## src/rtl/axi_interconnect_pkg.sv

```systemverilog
// Shared types for the 4-master AXI4 interconnect arbiters.
package axi_interconnect_pkg;

    localparam int unsigned NUM_MASTERS = 4;

    typedef enum logic [1:0] {
        ARB_IDLE,
        ARB_AR,
        ARB_R
    } arb_state_e;

    typedef logic [NUM_MASTERS-1:0] grant_t;

    function automatic logic [1:0] onehot_to_idx(input grant_t g);
        logic [1:0] idx;
        idx = '0;
        for (int i = 0; i < NUM_MASTERS; i++) begin
            if (g[i]) idx = 2'(i);
        end
        return idx;
    endfunction

endpackage

```

## src/rtl/axi_arbiter_r_if.sv

```systemverilog
// Read-channel arbiter bundle: raw AR requests, shared R handshakes and one-hot grants.
interface axi_arbiter_r_if;

    logic m0_ARVALID;
    logic m1_ARVALID;
    logic m2_ARVALID;
    logic m3_ARVALID;
    logic m_ARREADY;
    logic m_RVALID;
    logic m_RLAST;
    logic s_RREADY;
    logic m0_rgrnt;
    logic m1_rgrnt;
    logic m2_rgrnt;
    logic m3_rgrnt;
    logic rbusy;

    // Interconnect side: drives requests/handshakes, consumes grants.
    modport master (
        output m0_ARVALID, m1_ARVALID, m2_ARVALID, m3_ARVALID,
        output m_ARREADY, m_RVALID, m_RLAST, s_RREADY,
        input  m0_rgrnt, m1_rgrnt, m2_rgrnt, m3_rgrnt, rbusy
    );

    // Arbiter side.
    modport slave (
        input  m0_ARVALID, m1_ARVALID, m2_ARVALID, m3_ARVALID,
        input  m_ARREADY, m_RVALID, m_RLAST, s_RREADY,
        output m0_rgrnt, m1_rgrnt, m2_rgrnt, m3_rgrnt, rbusy
    );

endinterface

```

## src/rtl/rr_priority_picker.sv

```systemverilog
// Combinational winner picker: round-robin behind last_owner, or fixed m0-highest.
module rr_priority_picker
    import axi_interconnect_pkg::*;
(
    input  grant_t     i_req,
    input  logic [1:0] i_last_owner,
    input  logic       i_rr_enable,
    output grant_t     o_grant,
    output logic       o_valid
);

    logic [1:0] w_idx;
    logic       w_found;

    always_comb begin
        o_grant = '0;
        w_found = 1'b0;
        w_idx   = '0;
        // Round-robin scans last_owner+1 .. last_owner+4 (wrapping), fixed scans 0..3.
        for (int k = 0; k < NUM_MASTERS; k++) begin
            w_idx = i_rr_enable ? (i_last_owner + 2'(k + 1)) : 2'(k);
            if (!w_found && i_req[w_idx]) begin
                o_grant[w_idx] = 1'b1;
                w_found        = 1'b1;
            end
        end
    end

    assign o_valid = |i_req;

endmodule

```

## src/rtl/axi_arbiter_r.sv

```systemverilog
// AXI4 read-channel arbiter: one owner from AR grant through the RLAST handshake.
module axi_arbiter_r
    import axi_interconnect_pkg::*;
#(
    parameter int unsigned RR_ENABLE = 1
) (
    input  logic           ACLK,
    input  logic           ARESETn,
    axi_arbiter_r_if.slave bus
);

    arb_state_e r_state;
    arb_state_e w_state_d;
    grant_t     r_grant;
    grant_t     w_grant_d;
    logic [1:0] r_last_owner;
    logic [1:0] w_last_owner_d;
    logic       r_rbusy;

    grant_t     w_req;
    grant_t     w_pick;
    logic       w_pick_valid;
    logic       w_ar_hs;
    logic       w_rlast_hs;

    assign w_req = {bus.m3_ARVALID, bus.m2_ARVALID, bus.m1_ARVALID, bus.m0_ARVALID};

    rr_priority_picker u_picker (
        .i_req        (w_req),
        .i_last_owner (r_last_owner),
        .i_rr_enable  (RR_ENABLE != 0),
        .o_grant      (w_pick),
        .o_valid      (w_pick_valid)
    );

    // Only the granted master's ARVALID can complete the AR handshake.
    assign w_ar_hs    = (|(r_grant & w_req)) && bus.m_ARREADY;
    assign w_rlast_hs = bus.m_RVALID && bus.s_RREADY && bus.m_RLAST;

    always_comb begin
        w_state_d      = r_state;
        w_grant_d      = r_grant;
        w_last_owner_d = r_last_owner;
        case (r_state)
            ARB_IDLE: begin
                w_grant_d = '0;
                if (w_pick_valid) begin
                    w_state_d      = ARB_AR;
                    w_grant_d      = w_pick;
                    w_last_owner_d = onehot_to_idx(w_pick);
                end
            end
            ARB_AR: begin
                if (w_ar_hs) w_state_d = ARB_R;
            end
            ARB_R: begin
                if (w_rlast_hs) begin
                    w_state_d = ARB_IDLE;
                    w_grant_d = '0;
                end
            end
            default: begin
                w_state_d = ARB_IDLE;
                w_grant_d = '0;
            end
        endcase
    end

    always_ff @(posedge ACLK or negedge ARESETn) begin
        if (!ARESETn) begin
            r_state      <= ARB_IDLE;
            r_grant      <= '0;
            r_last_owner <= 2'd3;
            r_rbusy      <= 1'b0;
        end else begin
            r_state      <= w_state_d;
            r_grant      <= w_grant_d;
            r_last_owner <= w_last_owner_d;
            r_rbusy      <= |w_grant_d;
        end
    end

    assign bus.m0_rgrnt = r_grant[0];
    assign bus.m1_rgrnt = r_grant[1];
    assign bus.m2_rgrnt = r_grant[2];
    assign bus.m3_rgrnt = r_grant[3];
    assign bus.rbusy    = r_rbusy;

endmodule
```

## src/flat_wrapper.sv

```systemverilog
// flat-port wrapper written by rule: the top's interface ports become plain ports
module axi_arbiter_r_flat import axi_interconnect_pkg::*;
#(
    parameter int unsigned RR_ENABLE = 1
)
  (ACLK, ARESETn, bus_m0_ARVALID, bus_m1_ARVALID, bus_m2_ARVALID, bus_m3_ARVALID, bus_m_ARREADY, bus_m_RVALID, bus_m_RLAST, bus_s_RREADY, bus_m0_rgrnt, bus_m1_rgrnt, bus_m2_rgrnt, bus_m3_rgrnt, bus_rbusy);
  axi_arbiter_r_if bus_i ();
  input  logic ACLK;
  input  logic ARESETn;
  input wire logic [$bits(bus_i.m0_ARVALID)-1:0] bus_m0_ARVALID;
  input wire logic [$bits(bus_i.m1_ARVALID)-1:0] bus_m1_ARVALID;
  input wire logic [$bits(bus_i.m2_ARVALID)-1:0] bus_m2_ARVALID;
  input wire logic [$bits(bus_i.m3_ARVALID)-1:0] bus_m3_ARVALID;
  input wire logic [$bits(bus_i.m_ARREADY)-1:0] bus_m_ARREADY;
  input wire logic [$bits(bus_i.m_RVALID)-1:0] bus_m_RVALID;
  input wire logic [$bits(bus_i.m_RLAST)-1:0] bus_m_RLAST;
  input wire logic [$bits(bus_i.s_RREADY)-1:0] bus_s_RREADY;
  output wire logic [$bits(bus_i.m0_rgrnt)-1:0] bus_m0_rgrnt;
  output wire logic [$bits(bus_i.m1_rgrnt)-1:0] bus_m1_rgrnt;
  output wire logic [$bits(bus_i.m2_rgrnt)-1:0] bus_m2_rgrnt;
  output wire logic [$bits(bus_i.m3_rgrnt)-1:0] bus_m3_rgrnt;
  output wire logic [$bits(bus_i.rbusy)-1:0] bus_rbusy;
  assign bus_i.m0_ARVALID = bus_m0_ARVALID;
  assign bus_i.m1_ARVALID = bus_m1_ARVALID;
  assign bus_i.m2_ARVALID = bus_m2_ARVALID;
  assign bus_i.m3_ARVALID = bus_m3_ARVALID;
  assign bus_i.m_ARREADY = bus_m_ARREADY;
  assign bus_i.m_RVALID = bus_m_RVALID;
  assign bus_i.m_RLAST = bus_m_RLAST;
  assign bus_i.s_RREADY = bus_s_RREADY;
  assign bus_m0_rgrnt = bus_i.m0_rgrnt;
  assign bus_m1_rgrnt = bus_i.m1_rgrnt;
  assign bus_m2_rgrnt = bus_i.m2_rgrnt;
  assign bus_m3_rgrnt = bus_i.m3_rgrnt;
  assign bus_rbusy = bus_i.rbusy;
  axi_arbiter_r #(.RR_ENABLE(RR_ENABLE)) u_core (.ACLK(ACLK), .ARESETn(ARESETn), .bus(bus_i));
endmodule
```

## config.mk

```make
export PLATFORM = sky130hd
export DESIGN_NAME = axi_arbiter_r_flat
export DESIGN_NICKNAME = d
export VERILOG_FILES = /design/src/rtl/axi_interconnect_pkg.sv /design/src/rtl/axi_arbiter_r_if.sv /design/src/rtl/rr_priority_picker.sv /design/src/rtl/axi_arbiter_r.sv /design/src/flat_wrapper.sv
export SDC_FILE = /design/constraint.sdc
export NUM_CORES = 1
export LEC_CHECK = 0
export CORE_ASPECT_RATIO = 1.5
export CORE_MARGIN = 2
export CORE_UTILIZATION = 40
export DETAILED_ROUTE_END_ITERATION = 8
export PLACE_DENSITY = 0.71
export SLEW_MARGIN = 20
export SYNTH_ARGS = -nofsm -noshare
export SYNTH_HDL_FRONTEND = slang
export SYNTH_SLANG_ARGS = --single-unit
```

## constraint.sdc

```tcl
create_clock -name ACLK -period 8.75 [get_ports ACLK]
set_clock_uncertainty 0.15 [all_clocks]
set_input_delay 1.75 -clock ACLK [delete_from_list [all_inputs] [get_ports ACLK]]
set_output_delay 1.75 -clock ACLK [all_outputs]
set_load 0.03 [all_outputs]
```

==> reports/metrics.cfg <==
[global_route]
grt_pass1_wl_mm=3.11
grt.total_usage_pct=18.5
grt_overflow_total=0
grt_max_degree=18
antenna_found_initial=0
grt_pass1_vias=710

[worst_hold_path]
hold_class=reg -> reg

[finish]
final_cell_mix=14 x nand2_1, 14 x clkdlybuf4s50_1, 8 x ha_1
multi_input_area_um2=579
insertedDiodeCount=0
regArea_um2=228
finalNonFillerCells=127
fillers=199
drive_above_1_share_pct=15.2
synthToLayoutAreaGrowth_pct=22.8
fin_nets=124

[worst_setup_path]
cp_cell_sequence=clkdlybuf4s50_1 -> mux4_2 -> a31o_1 -> a221oi_2 -> o32a_2 -> nand2_1 -> or4b_1
crit_type=in -> reg
cp.depth=7
critPathMaxFanout=9
cp.arrival_ns=4.00
slowest_delay_ns=0.60
cp.required_ns=8.72
path_buf_inv=1
rr_worst_depth=8
rr_startpoint=u_core.r_last_owner[0]
crit_end=u_core.bus.rbusy
cp_top_family=compound AO/OA/AOI/OAI gates
crit_start=bus_m2_ARVALID
endpoint_kind=flip-flop
cp-start-kind=input pin
timing.rr.end=u_core.bus.rbusy
slowest_stage=mux4_2
ff2ff_setup_slack_ns=5.62

[synth]
ys_warn_count=0
syn_area_per_cell_um2=9.40
synth-compound-area-share_pct=22.1
synth.distinct_cells=38
synthTopCellsByArea=dfrtp_1 21%, ha_1 12%, mux4_2 8.2%
synth_top_family_by_area=compound AO/OA/AOI/OAI gates
synth_area_um2=827
synth_simple_gate_area_share_pct=20.9
synth-adder-area-share_pct=12.1
yosysSeqAreaShare_pct=27.5
synth-main-ff-cell=dfrtp_1
synthArstFlopShare_pct=100
synth_xor_xnor_area_share_pct=0
synth_edf_count=0
synth_cells=88
yosys.area.top_type=dfrtp_1
synth_mux_area_share_pct=15.0
syn_nets=106
synth_seq_cells=9
netlist.area_leader.share_pct=21.2

[cts]
htree_num_levels=1
path_clk_slew_ns=0.05
clock_path_buffers=2
cts-root-buf=clkbuf_4
hold_buffers=0
numCtsBuffers=3
worstSkewPairLatency_ns=0.25
cts.sinks=9
cts_resized=0
post_cts.repair.setup_buffers=0
cts_tree=yes

[timing]
period_share_pct=46.1
hold_violations=0
rsz0062_at_grt=no
min_period_ns=4.03
fmax_mhz=248
slew_headroom_pct=52.4
tightest_slew_ns=0.709
timing.setup.tns_ns=0
final_max_slew_viol_count=0
finalSetupViolCount=0

[detailed_routing]
wl_mm=1.86
drc_errors=0
drtIter0Drc=10
ant_nets=0
via_per_inst=5.91
dr.pass1.iters=4
wl_per_cell_um=14.6
num_vias=751

[floorplanning]
die_x_um=41.1
start_util_pct=41.3
die_y_um=59.7
std_cell_rows=20
pin_count=15
core-area_um2=2000
dieArea_um2=2450

[job]
drv_cap=0

[placed_design]
dp.cells=123
portBuffers=14
place_hpwl_mm=1.49
gp_congestion=0.809

[pwr]
leakage_uw=0.000436
ir_drop_mv=0.180
power_density_nw_per_um2=380

[run_status]
outcome=complete, no violations

[power breakdown]
| part | switching, uW | internal (uW) | total [uW] |
|---|---|---|---|
| combinational | 139 | 123 | 262 |
| clock | 12.4 | 17.4 | 29.9 |
| sequential | 29.1 | 65.1 | 94.3 |
| total | 181 | 205 | 386 |
[cell usage after synthesis, drive strengths merged (2+ instances only)]
cell type and n:
ha 8, dfstp 2, a221oi 2, a31o 3
nand2b 3, mux2i 3, nand2 14, a21oi 2
a22oi 3, o22ai 4, inv 4, mux4 3
nor2 6, nor2b 3, dfrtp 7, mux2 2
nand3b 2
[flip-flops by register name (all words and copies together), names as in the netlist]
| name | flops |
|---|---|
| u_core.bus.rbusy | 1 |
| u_core.r_grant | 4 |
| u_core.r_last_owner | 2 |
| u_core.r_state | 2 |
[stage by stage]
stage / total power [uW] / worst slack [ns] / hold WS [ns] / area (um2) / utilization [%]
6_report: 386 / 4.72 / 0.401 / 1020 / 50.7
4_1_cts: 388 / 4.73 / 0.397 / 1020 / 50.7
3_3_place_gp: 352 / 4.49 / 0.385 / 990 / 49.4
3_5_place_dp: 354 / 4.46 / 0.378 / 990 / 49.4
2_1_floorplan: 290 / 5.15 / 0.413 / 827 / -
5_1_grt: 423 / 4.60 / 0.436 / 1020 / 50.7
[cell families (layout without fill, tap and decap cells)]
logic type	after synthesis	count (layout)
muxes	8	8
adders and majority gates	8	8
AOI/OAI and AO/OA	23	23
DFF	9	9
and+or+nand+nor	35	35
buffers and inverters	5	22
[worst min path at each step]
stage | from | end | slack (ns) | depth (start not counted)
global route | u_core.r_grant[2] | u_core.r_grant[2] | 0.44 | 1
global placement | u_core.r_grant[1] | u_core.r_grant[1] | 0.38 | 2
detailed placement | u_core.r_grant[2] | u_core.r_grant[2] | 0.38 | 1
CTS | u_core.r_grant[2] | u_core.r_grant[2] | 0.40 | 1
finish | u_core.r_grant[2] | u_core.r_grant[2] | 0.40 | 1
floorplan | u_core.r_last_owner[1] | u_core.r_last_owner[1] | 0.41 | 2
[area by class of cell]
class	count	share of cell area (%)
timing repair buffer	14	13.8
inverter	4	1.48
tap	22	2.71
clock buffer	4	2.59
multi-input combinational	74	57.0
sequential	9	22.4
[routing by layer]
metal | wire, um | track usage [%] | vias up | part of all wire, %
li1 | - | - | 370 | -
met1 | 842 | 23.7 | 361 | 45
met2 | 924 | 27.7 | 14 | 50
met3 | 29 | 2.97 | 6 | 1.6
met4 | 60 | 12.0 | 0 | 3.2
met5 | 0 | 0 | - | 0
Note: power is estimated with default switching activity, not from simulation.
